**config.mk**
```make
export PLATFORM = sky130hd
export DESIGN_NAME = mux_rr_flat
export DESIGN_NICKNAME = d
export VERILOG_FILES = /design/src/rtl/mux_rr_pkg.sv /design/src/rtl/mux_rr_if.sv /design/src/rtl/mux_rr_pick.sv /design/src/rtl/mux_rr.sv /design/src/flat_wrapper.sv
export SDC_FILE = /design/constraint.sdc
export NUM_CORES = 1
export LEC_CHECK = 0
export BUFFER_PORTS_ARGS = -buffer_cell sky130_fd_sc_hd__buf_2
export CAP_MARGIN = 10
export CORE_MARGIN = 2
export CORE_UTILIZATION = 42
export DETAILED_ROUTE_END_ITERATION = 16
export PLACE_DENSITY = 0.79
export SYNTH_ARGS = -nofsm -noshare
export SYNTH_HDL_FRONTEND = slang
export SYNTH_HIERARCHICAL = 1
export SYNTH_SLANG_ARGS = --single-unit
```
**constraint.sdc**
```tcl
create_clock -name clk -period 2.5 [get_ports clk]
set_input_delay 0.125 -clock clk [delete_from_list [all_inputs] [get_ports clk]]
set_output_delay 0.125 -clock clk [all_outputs]
set_load 0.005 [all_outputs]
```
**src/rtl/mux_rr_pkg.sv**
```systemverilog
// mux_rr_pkg: shared constants for the mux_rr channel multiplexer.
// Holds the mode encodings and the default channel geometry.
package mux_rr_pkg;

   localparam logic MODE_FIXED = 1'b0;
   localparam logic MODE_RR    = 1'b1;

   localparam int DEF_WIDTH    = 32;
   localparam int DEF_CHANNELS = 4;

endpackage

```
**src/rtl/mux_rr_if.sv**
```systemverilog
// mux_rr_if: channel-side and output-side handshake bundle of mux_rr.
// slave is the multiplexer's view, master is the view of whatever drives it.
interface mux_rr_if
   import mux_rr_pkg::*;
#(
   parameter int WIDTH    = DEF_WIDTH,
   parameter int CHANNELS = DEF_CHANNELS,
   parameter int SELW     = $clog2(CHANNELS)
) ();

   logic [CHANNELS*WIDTH-1:0] in_data;
   logic [CHANNELS-1:0]       in_valid;
   logic [CHANNELS-1:0]       in_ready;
   logic [WIDTH-1:0]          out_data;
   logic                      out_valid;
   logic                      out_ready;
   logic [SELW-1:0]           out_chan;

   modport slave (
      input  in_data, in_valid, out_ready,
      output in_ready, out_data, out_valid, out_chan
   );

   modport master (
      output in_data, in_valid, out_ready,
      input  in_ready, out_data, out_valid, out_chan
   );

endinterface

```
**src/rtl/mux_rr_pick.sv**
```systemverilog
// rr_pick: rotating-priority picker. Returns the first requesting channel
// found when searching upward from (ptr+1) mod CHANNELS with wrap-around.
module rr_pick
   import mux_rr_pkg::*;
#(
   parameter int CHANNELS = DEF_CHANNELS,
   parameter int SELW     = $clog2(CHANNELS)
) (
   input  logic [CHANNELS-1:0] req_i,
   input  logic [SELW-1:0]     ptr_i,
   output logic [SELW-1:0]     grant_o,
   output logic                grantValid_o
);

   // Walk candidates from farthest to nearest so the nearest requester wins last.
   always_comb begin
      grant_o      = '0;
      grantValid_o = 1'b0;
      for (int k = CHANNELS; k >= 1; k--) begin
         for (int c = 0; c < CHANNELS; c++) begin
            if (req_i[c] && (((int'(ptr_i) + k) % CHANNELS) == c)) begin
               grant_o      = SELW'(c);
               grantValid_o = 1'b1;
            end
         end
      end
   end

endmodule

```
**src/rtl/mux_rr.sv**
```systemverilog
// mux_rr: N-channel to 1 multiplexer with fixed-select or round-robin
// arbitration feeding a single registered output stage.
// Optional feature macro: MUX_RR_STATS_EN adds a 16-bit transfer counter.
module mux_rr
   import mux_rr_pkg::*;
#(
   parameter int WIDTH    = DEF_WIDTH,
   parameter int CHANNELS = DEF_CHANNELS,
   parameter int SELW     = $clog2(CHANNELS)
) (
   input  logic            clk,
   input  logic            reset_n,
   input  logic            mode,
   input  logic [SELW-1:0] sel,
   mux_rr_if.slave         bus
`ifdef MUX_RR_STATS_EN
   ,
   output logic [15:0]     xfer_count
`endif
);

   logic [SELW-1:0]     ptr_q, ptr_d;
   logic [WIDTH-1:0]    outData_q, outData_d;
   logic                outValid_q, outValid_d;
   logic [SELW-1:0]     outChan_q, outChan_d;

   logic                accept;
   logic                fixedValid;
   logic                rrValid;
   logic [SELW-1:0]     rrGrant;
   logic [SELW-1:0]     grant;
   logic                grantValid;
   logic                xfer;
   logic [CHANNELS-1:0] inReady;
   logic [WIDTH-1:0]    grantData;

   rr_pick #(
      .CHANNELS (CHANNELS),
      .SELW     (SELW)
   ) u_pick (
      .req_i        (bus.in_valid),
      .ptr_i        (ptr_q),
      .grant_o      (rrGrant),
      .grantValid_o (rrValid)
   );

   // Fixed mode grants only an in-range sel whose channel is valid.
   always_comb begin
      fixedValid = 1'b0;
      for (int c = 0; c < CHANNELS; c++) begin
         if ((sel == SELW'(c)) && bus.in_valid[c]) begin
            fixedValid = 1'b1;
         end
      end
   end

   // Choose the grant for the current mode and steer ready/data from it; reset blocks all readies.
   always_comb begin
      accept     = !outValid_q || bus.out_ready;
      grant      = (mode == MODE_RR) ? rrGrant : sel;
      grantValid = reset_n && ((mode == MODE_RR) ? rrValid : fixedValid);
      xfer       = accept && grantValid;
      inReady    = '0;
      grantData  = '0;
      for (int c = 0; c < CHANNELS; c++) begin
         if (grant == SELW'(c)) begin
            inReady[c] = xfer;
            grantData  = bus.in_data[c*WIDTH +: WIDTH];
         end
      end
   end

   // Next output-register and pointer state: load on transfer, drain when consumed.
   always_comb begin
      ptr_d      = ptr_q;
      outData_d  = outData_q;
      outValid_d = outValid_q;
      outChan_d  = outChan_q;
      if (xfer) begin
         outData_d  = grantData;
         outChan_d  = grant;
         outValid_d = 1'b1;
         if (mode == MODE_RR) begin
            ptr_d = grant;
         end
      end else if (outValid_q && bus.out_ready) begin
         outValid_d = 1'b0;
      end
   end

   // Output register and pointer; the pointer resets to the last channel so channel 0 goes first.
   always_ff @(posedge clk or negedge reset_n) begin
      if (!reset_n) begin
         ptr_q      <= SELW'(CHANNELS - 1);
         outData_q  <= '0;
         outValid_q <= 1'b0;
         outChan_q  <= '0;
      end else begin
         ptr_q      <= ptr_d;
         outData_q  <= outData_d;
         outValid_q <= outValid_d;
         outChan_q  <= outChan_d;
      end
   end

   assign bus.in_ready  = inReady;
   assign bus.out_data  = outData_q;
   assign bus.out_valid = outValid_q;
   assign bus.out_chan  = outChan_q;

`ifdef MUX_RR_STATS_EN
   logic [15:0] xferCount_q;

   // Count every input transfer, wrapping naturally at 16 bits.
   always_ff @(posedge clk or negedge reset_n) begin
      if (!reset_n) begin
         xferCount_q <= '0;
      end else if (xfer) begin
         xferCount_q <= xferCount_q + 16'd1;
      end
   end

   assign xfer_count = xferCount_q;
`endif

endmodule

```
**src/flat_wrapper.sv**
```systemverilog
// flat-port wrapper written by rule: the top's interface ports become plain ports
module mux_rr_flat import mux_rr_pkg::*;
#(
   parameter int WIDTH    = DEF_WIDTH,
   parameter int CHANNELS = DEF_CHANNELS,
   parameter int SELW     = $clog2(CHANNELS)
)
  (clk, reset_n, mode, sel, bus_in_data, bus_in_valid, bus_out_ready, bus_in_ready, bus_out_data, bus_out_valid, bus_out_chan);
  mux_rr_if #(.WIDTH(WIDTH), .CHANNELS(CHANNELS), .SELW(SELW)) bus_i ();
  input  logic clk;
  input  logic reset_n;
  input  logic mode;
  input  logic [SELW-1:0] sel;
  input wire logic [$bits(bus_i.in_data)-1:0] bus_in_data;
  input wire logic [$bits(bus_i.in_valid)-1:0] bus_in_valid;
  input wire logic [$bits(bus_i.out_ready)-1:0] bus_out_ready;
  output wire logic [$bits(bus_i.in_ready)-1:0] bus_in_ready;
  output wire logic [$bits(bus_i.out_data)-1:0] bus_out_data;
  output wire logic [$bits(bus_i.out_valid)-1:0] bus_out_valid;
  output wire logic [$bits(bus_i.out_chan)-1:0] bus_out_chan;
  assign bus_i.in_data = bus_in_data;
  assign bus_i.in_valid = bus_in_valid;
  assign bus_i.out_ready = bus_out_ready;
  assign bus_in_ready = bus_i.in_ready;
  assign bus_out_data = bus_i.out_data;
  assign bus_out_valid = bus_i.out_valid;
  assign bus_out_chan = bus_i.out_chan;
  mux_rr #(.WIDTH(WIDTH), .CHANNELS(CHANNELS), .SELW(SELW)) u_core (.clk(clk), .reset_n(reset_n), .mode(mode), .sel(sel), .bus(bus_i));
endmodule
```
; Yosys cells after proc, flatten, opt, wreduce, memory -nomap -nowiden
; Index checks and enable logic that the tools add are counted.
[totals]
inputBits = 138
ff_bits = 37
elab_cells = 114
output_inout_bits = 39
[classes]
n_addsub = 4
muxes = 47
bitwise = 4
n_reduce_logical = 37
eq_ne = 18
[op_table]
columns = operator, count
row1 = zero test 32 bit, 4
row2 = 2-to-1 mux 32 bit, 4
row3 = 2-to-1 mux 2 bit, 15
row4 = 2-to-1 mux 1 bit, 28
row5 = == test 3 bit (second input constant), 8
row6 = logical AND 1 bit, 23
row7 = == test 3 x 2 -> 1 bit (second input constant), 4
row8 = == test 2 bit (second input constant), 4
row9 = OR reduction 2 bit, 4
row10 = adder 2 x 1 -> 2 bit (second input constant), 2
row11 = adder 2 bit (second input constant), 2
row12 = bitwise AND 1 bit (first input constant), 4
row13 = == test 2 x 1 -> 1 bit (second input constant), 2
row14 = zero test 2 bit, 2
row15 = AND reduction 2 bit, 1
row16 = nonzero test 2 bit, 1
row17 = zero test 1 bit, 1
row18 = logical OR 1 bit, 1

; Longest topological paths before layout
; Gate-level depths: netlist of the first run.
[logic_depth]
depth_word = 26
ltp_mapped = 9
ltp_nobuf = 7

; Hierarchy
; Netlist of the first run, hierarchy kept.
[by_module_without_submodules]
columns = mod, seq_area_each_um2, area_per_inst_um2, cells_each, instances
row1 = mux_rr, 928.4, 2562.5, 206, 1
row2 = rr_pick, 0.0, 81.3, 14, 1

; Worst setup path before layout of the first run
; No wires, ideal clock.
[synth_path]
path_kind = register -> register
startpoint = register u_core.ptr_q[1]
endpoint = register u_core.outData_q[28], in the netlist u_core/bus.out_data[28]
synth_period_minus_slack_ns = 2.046
n_path_buf = 2
stages_incl_launch_ff = 10
path_slack_ns = 0.454
required_time_ns = 2.375
setup_ns = 0.125
arrival_ns = 1.921
path_cell_list = dfstp_2 -> a21oi_1 -> a31oi_1 -> a21oi_1 -> mux2i_1 -> clkbuf_1 -> buf_2 -> mux2i_1 -> mux2i_1 -> mux2_4
[synth_via]
word_cells_on_any_way = 87
[synth_lines]
columns = element, line
row1 = start: declaration, mux_rr.sv:22  ; logic [SELW-1:0] ptr_q, ptr_d;
row2 = start signal: assignment, mux_rr.sv:94  ; ptr_q <= SELW'(CHANNELS - 1);
row3 = start signal: assignment, mux_rr.sv:99  ; ptr_q <= ptr_d;
row4 = adder 2 x 1 -> 2 bit, mux_rr_pick.sv:21  ; if (req_i[c] && (((int'(ptr_i) + k) % CHANNELS) == c)) begin
row5 = OR reduction 2 bit (no source line), --
row6 = bitwise AND 1 bit (no source line), --
row7 = == test 3 bit, mux_rr_pick.sv:21
row8 = logical AND 1 bit, mux_rr_pick.sv:21
row9 = 2-to-1 mux 2 bit (13 in a row), mux_rr_pick.sv:21
row10 = 2-to-1 mux 2 bit *, mux_rr_pick.sv:21
row11 = via u_core.rrGrant[1], mux_rr.sv:30  ; logic [SELW-1:0] rrGrant;
row12 = 2-to-1 mux 2 bit *, mux_rr.sv:60  ; grant = (mode == MODE_RR) ? rrGrant : sel;
row13 = zero test 2 bit, mux_rr.sv:66  ; if (grant == SELW'(c)) begin
row14 = 2-to-1 mux 32 bit (3 in a row), mux_rr.sv:66
row15 = 2-to-1 mux 32 bit *, mux_rr.sv:66
row16 = end signal: assignment, mux_rr.sv:100  ; outData_q <= outData_d;
row17 = end: declaration, mux_rr.sv:23  ; logic [WIDTH-1:0] outData_q, outData_d;
; The timed path passes the listed nets; every way through them passes the cells marked *.
; A chain may end at the register's enable or synchronous reset.

; Final worst setup path of the first run
[layout_path]
startpoint = register u_core.ptr_q[1]
endpoint = register u_core.outData_q[31], in the netlist u_core/bus.out_data[31]
; The elaborated chain is that of the path after synthesis.

==> results of run 1 <==
[power groups by stage]
stage | Sequential (uW) | Clock, uW | Combinational [uW]
floorplan | 977 | 0 | 676
global placement | 957 | 0 | 1130
detailed placement | 963 | 0 | 1170
CTS | 958 | 418 | 1170
global route | 986 | 446 | 1260
finish | 954 | 399 | 1160
[what timing repair did]
action,in CTS,in global routing
hold buffers,1,0
buffers inserted,0,0
gates resized for setup,0,0
endpoints found under the hold margin,35,0
[routing by layer]
metal	up-vias	wire length (um)
met5	-	0
li1	1155	-
met3	6	552
met4	0	50
met2	113	3580
met1	1050	2639
[cells by family (layout without fill, tap and decap cells)]
| kind of cell | Yosys count | after routing | share of synthesized area |
|---|---|---|---|
| mux | 135 | 135 | 0.5315 |
| simple gates | 19 | 19 | 0.04260 |
| flops | 37 | 37 | 0.3512 |
| buf+inv | 20 | 196 | 0.04638 |
| compound gates | 9 | 9 | 0.02839 |
[state kept, by name, indices dropped and copies added (netlist names)]
signal                cells
u_core/bus.out_chan       2
u_core/bus.out_valid      1
u_core/bus.out_data      32
u_core/ptr_q              2
[cells in the final DEF (no fill, tap or decap), drive strengths merged]
cell type / synthesis / routed
o21ai: 1 / 1
dfstp: 2 / 2
nor3b: 1 / 1
nor2b: 2 / 2
and3b: 2 / 2
buf: 15 / 183
a31oi: 2 / 2
dlygate4sd3: 0 / 1
nor2: 2 / 2
dfrtp: 35 / 35
mux2i: 101 / 101
clkbuf: 1 / 6
o221ai: 1 / 1
nand2: 7 / 7
nand2b: 2 / 2
and3: 1 / 1
a21oi: 4 / 4
a21o: 1 / 1
or3: 1 / 1
clkinv: 0 / 2
mux2: 34 / 34
nand4: 1 / 1
inv: 4 / 4
[worst max path at each step]
stage | startpoint | to | depth (start not counted)
6_report | u_core/ptr_q[1] | u_core/bus.out_data[31] | 8
5_1_grt | u_core/ptr_q[1] | u_core/bus.out_data[31] | 8
4_1_cts | u_core/ptr_q[1] | u_core/bus.out_data[31] | 8
3_3_place_gp | u_core/ptr_q[1] | u_core/bus.out_data[31] | 8
2_1_floorplan | u_core/ptr_q[1] | u_core/bus.out_data[28] | 9
3_5_place_dp | u_core/ptr_q[1] | u_core/bus.out_data[31] | 8
[area by class of cell]
type / instances / area (um^2)
clock inverters: 2 / 10.01
inverters: 4 / 15.01
multi-input cells: 163 / 1617
fillers: 521 / 2286
well taps: 75 / 93.84
repair buffers: 184 / 968.4
flip-flops and latches: 37 / 928.4
clock buffers: 6 / 72.57
[tightest hold or removal path: stages]
cell	delay, ps
buf_2	100
inv_1	40
a21o_1	100
[stage by stage]
stage	util	cell area (um^2)	power [uW]
2_1_floorplan	-	2644	1653
3_3_place_gp	0.6030	3612	2090
3_5_place_dp	0.6030	3612	2135
4_1_cts	0.6184	3705	2549
5_1_grt	0.6184	3705	2691
6_report	0.6184	3705	2508
==> metrics, run 1 <==
setup TNS 0 ps; reg-to-reg critical path endpoint u_core/bus.out_data[31]; maximum capacitance violations 0; P_int between 1500 and 2000 uW; Hold EP u_core/bus.out_valid; DR vias 2,324; GR met2 Demand/Resource 0.3798; Unique masters post-synth 26; CP bufs+invs 1; DIE HEIGHT 83.34 um; Worst-Skew Late Latency 280 ps; worst r2r path cells 8; CTS Buf Count 5; NetSw 820.3 uW; Worst Hold Path Cells 3; Worst path top cell family by delay multiplexers; worst hold start bus_out_ready; hold slack between 100 and 150 ps; nets 533; Core ar. 5991 um^2; IO buf count 176; Place WS roughly 280 ps; met3 Resource Use GR 0.05467; drt via density slightly below 5; die area around 6900 um^2; startpoint types flop; clk slew on worst S/H paths about 70 ps; I/O pin count 177; register area share after synthesis 0.3512; main area contributors after synthesis mux2i_1, dfrtp_1, mux2_2; Reg2Reg Launch Point u_core/ptr_q[1]; CTS tree done; biggest area consumer among synthesized cells mux2i_1; Die W 83.34 um; Hold Path Class in -> reg; Post-Syn Area per Cell 12.02 um^2; clock skew just over 5 ps; outcome complete, no violations; met1 Resource Use GR 0.2091; routed wire length 6823 um; crit path cell chain a21oi_1 > a31oi_1 > a21oi_1 > mux2i_4 > buf_12 > mux2i_1 > mux2i_1 > mux2_2; sequential power share 0.380; kind of critical path reg -> reg; worst slew pin tran 477.3 ps; DRC 0; top-count cell post-synth mux2i_1; Mapped Area around 2600 um^2; Yosys top cell area share 0.3824; placed insts ~460; Switching Fraction 0.3270; Final Hold Fails 0; DRT Pass-1 Iters 4; GRT Overall Usage 0.1956; critical path's slowest cell dfstp_2; PnR worst setup slack 222.3 ps; commonest cells in the netlist mux2i_1, dfrtp_1, mux2_2; Starting Density 0.4413; CP arrival 2440 ps; crit share post-route 0.9111; Max stage delay on crit path ~600 ps; Main synth FF type dfrtp_1; initial drt markers 33; Max Freq 439.0 MHz; initial antenna violation count 0; Clock Path Buffers 2; CTS Root Cell clkbuf_8; Critical Path End Type flop; CTS H-tree depth 2; Net Count, Synth 358; Post-synth ARST share 1.000; final setup fails 0; crit-path max FO 36; pin count of the biggest net entering global routing 39; area grow syn2layout 40.13%; post-route ant nets 0; Logic pwr share 0.460; fin cells 471; HPWL Detailed about 5300 um; gr busiest metal met2; fin crit period around 2300 ps; Yosys reg bits 37; Lkg Pwr a little over 0.002 uW; drt wl/cell 14.49 um; vias in the first global route 2,538; FP Rows 28; Pwr Density 677.1 nW/um^2; unrepaired setup endpoints after global routing no; Syn. warnings 6; TritonCTS sink count 37; Max-slew headroom 0.6818; first-pass GRT wire length about 11,000 um; antenna cells 0; max-slew violations 0; Worst EP required 2670 ps; setup slack, reg-to-reg 220 ps; placer congestion estimate 0.8444; Syn Inst Count 220; layout cells sized above 1 0.5859; number of flops mapped to enable cells by yosys 0; grt ovf 0; Max rail drop VDD around 0.00033 V; clock power share 0.159
Power figures use the tool's default switching activity.
==> inputs of run 2 (changes only) <==
--- a/config.mk
+++ b/config.mk
@@ -9,6 +9,7 @@
 export CAP_MARGIN = 10
 export CORE_MARGIN = 2
 export CORE_UTILIZATION = 42
+export CTS_BUF_LIST = sky130_fd_sc_hd__clkbuf_16
 export DETAILED_ROUTE_END_ITERATION = 16
 export PLACE_DENSITY = 0.79
 export SYNTH_ARGS = -nofsm -noshare
==> metrics, run 2 (same netlist as run 1, synthesis figures left out) <==
Lkg Pwr 0.002101 uW (+1.4%); vias in the first global route 2,536 (-0.079%); Starting Density 0.4413 (unchanged); Final Hold Fails 0 (unchanged); first-pass GRT wire length 11,320 um (+0.18%); Core ar. 5991 um^2 (unchanged); Max stage delay on crit path 590 ps (about the same); CTS tree done; Pwr Density 716.2 nW/um^2 (+5.8%); layout cells sized above 1 0.5859 (unchanged); DR vias 2,320 (-0.17%); pin count of the biggest net entering global routing 39 (unchanged); most common cell after layout, fill and taps aside buf_2; initial drt markers 49 (+48%); Max Freq 444.5 MHz (+1.3%); CTS H-tree depth 2 (unchanged); DIE HEIGHT 83.34 um (unchanged); Max-slew headroom 0.6843 (+0.002521); crit share post-route 0.8998 (-0.01130); crit path cell chain a21oi_1 > a31oi_1 > a21oi_1 > mux2i_4 > buf_12 > mux2i_1 > mux2i_1 > mux2_2; unrepaired setup endpoints after global routing no; area grow syn2layout 42.26%; FP Rows 28 (unchanged); CP bufs+invs 1 (unchanged); HPWL Detailed 5345 um (unchanged); maximum capacitance violations 0 (unchanged); crit-path max FO 36 (unchanged); drt wl/cell 14.35 um (-0.94%); outcome complete, no violations; grt ovf 0 (unchanged); post-CTS setup buffers 0 (unchanged); Die W 83.34 um (unchanged); startpoint types flop; Worst-Skew Late Latency 270 ps (about the same); final setup fails 0 (unchanged); Clock Path Buffers 2 (unchanged); routed wire length 6759 um (-0.94%); kind of critical path reg -> reg; Layout fillers 514 (-1.3%); max-slew violations 0 (unchanged); clock skew 4.279 ps (-0.8887 ps); DRC 0 (unchanged); critical path's slowest cell dfstp_2; post-cts sizing count 0 (unchanged); clk slew on worst S/H paths 50 ps (-20 ps); Max rail drop VDD 0.0003586 V (+7.9%); PnR worst setup slack 250.5 ps (+28.24 ps); DRT Pass-1 Iters 4 (unchanged); fin crit period 2249 ps (-28.24 ps); post-route ant nets 0 (unchanged); CTS Buf Count 5 (unchanged); GRT Overall Usage 0.1960 (+0.0004188); initial antenna violation count 0 (unchanged); CTS Root Cell clkbuf_16; CP arrival 2400 ps (-40 ps); fin util 0.6278 (+0.009399); commonest non-fill, non-tap cells in the layout buf_2, mux2i_1, dfrtp_1; die area 6946 um^2 (unchanged); Place WS 277.2 ps (unchanged); drt via density 4.926 (-0.17%); setup TNS 0 ps (unchanged); IO buf count 176 (unchanged); Largest register FFs 32 (unchanged); antenna cells 0 (unchanged); Worst path top cell family by delay multiplexers; TritonCTS sink count 37 (unchanged); placer congestion estimate 0.8444 (unchanged); worst slew pin tran 473.5 ps (-3.782 ps); Worst EP required 2650 ps (-20 ps); I/O pin count 177 (unchanged); nets 533 (unchanged); Hold Path Class in -> reg; Critical Path End Type flop
-- run 2: cell types whose count changed in the layout (fill, tap and decap cells not counted), sizes merged --
cell,delta
clkbuf,-1
inv,+1
-- run 2: power by group --
| part | total, uW | internal, uW | switching [uW] | leakage (uW) |
|---|---|---|---|---|
| logic | 1150 | 662 | 492 | 0.00160 |
| registers | 955 | 834 | 121 | 0.000431 |
| clock network | 585 | 361 | 223 | 0.0000748 |
-- run 2: worst reg2reg max path: stages (launching register included) --
cell	delay [ps]
dfstp_2	590
a21oi_1	80
a31oi_1	160
a21oi_1	130
mux2i_4	230
buf_12	280
mux2i_1	320
mux2i_1	90
mux2_2	260
-- run 2: through the flow --
step / total power [uW] / std cells / area (um^2) / hold slack (ps)
floorplan: 1653 / 220 / 2644 / -170.6
global route: 2880 / 471 / 3761 / 152.1
detailed placement: 2135 / 462 / 3612 / 223.1
finish: 2694 / 471 / 3761 / 135.1
CTS: 2736 / 471 / 3761 / 132.5
global placement: 2090 / 462 / 3612 / 221.4
-- run 2: what timing repair did --
| item | CTS | global route |
|---|---|---|
| hold endpoints to repair | 35 | 0 |
| endpoints found under the setup margin | 0 | 0 |
| hold buffers | 1 | 0 |
-- run 2: final cells by class --
type,count,area [um^2],area share
clock buffer,5,125.1,0.03327
clock inverter,3,13.76,0.003659
inverter,4,15.01,0.003992
multi-input combinational,163,1617,0.4298
sequential,37,928.4,0.2468
tap,75,93.84,0.02495
timing repair buffer,184,968.4,0.2575
-- run 2: final timing paths --
path                                   startpoint                      end  slack [ps]  cells past startpoint
max in group asynchronous                 reset_n          u_core/ptr_q[1]        1700                      3
setup / recovery                  u_core/ptr_q[1]  u_core/bus.out_data[31]         250                      8
hold reg to reg            u_core/bus.out_data[3]   u_core/bus.out_data[3]         500                      1
setup reg to reg                  u_core/ptr_q[1]  u_core/bus.out_data[31]         250                      8
min in group asynchronous                 reset_n   u_core/bus.out_chan[1]         440                      3
hold / removal                      bus_out_ready     u_core/bus.out_valid         140                      3
-- run 2: routing by layer --
layer	track usage	share of wire
met5	0	0
met4	0.04769	0.010
met3	0.04871	0.081
met2	0.3798	0.53
met1	0.2104	0.38
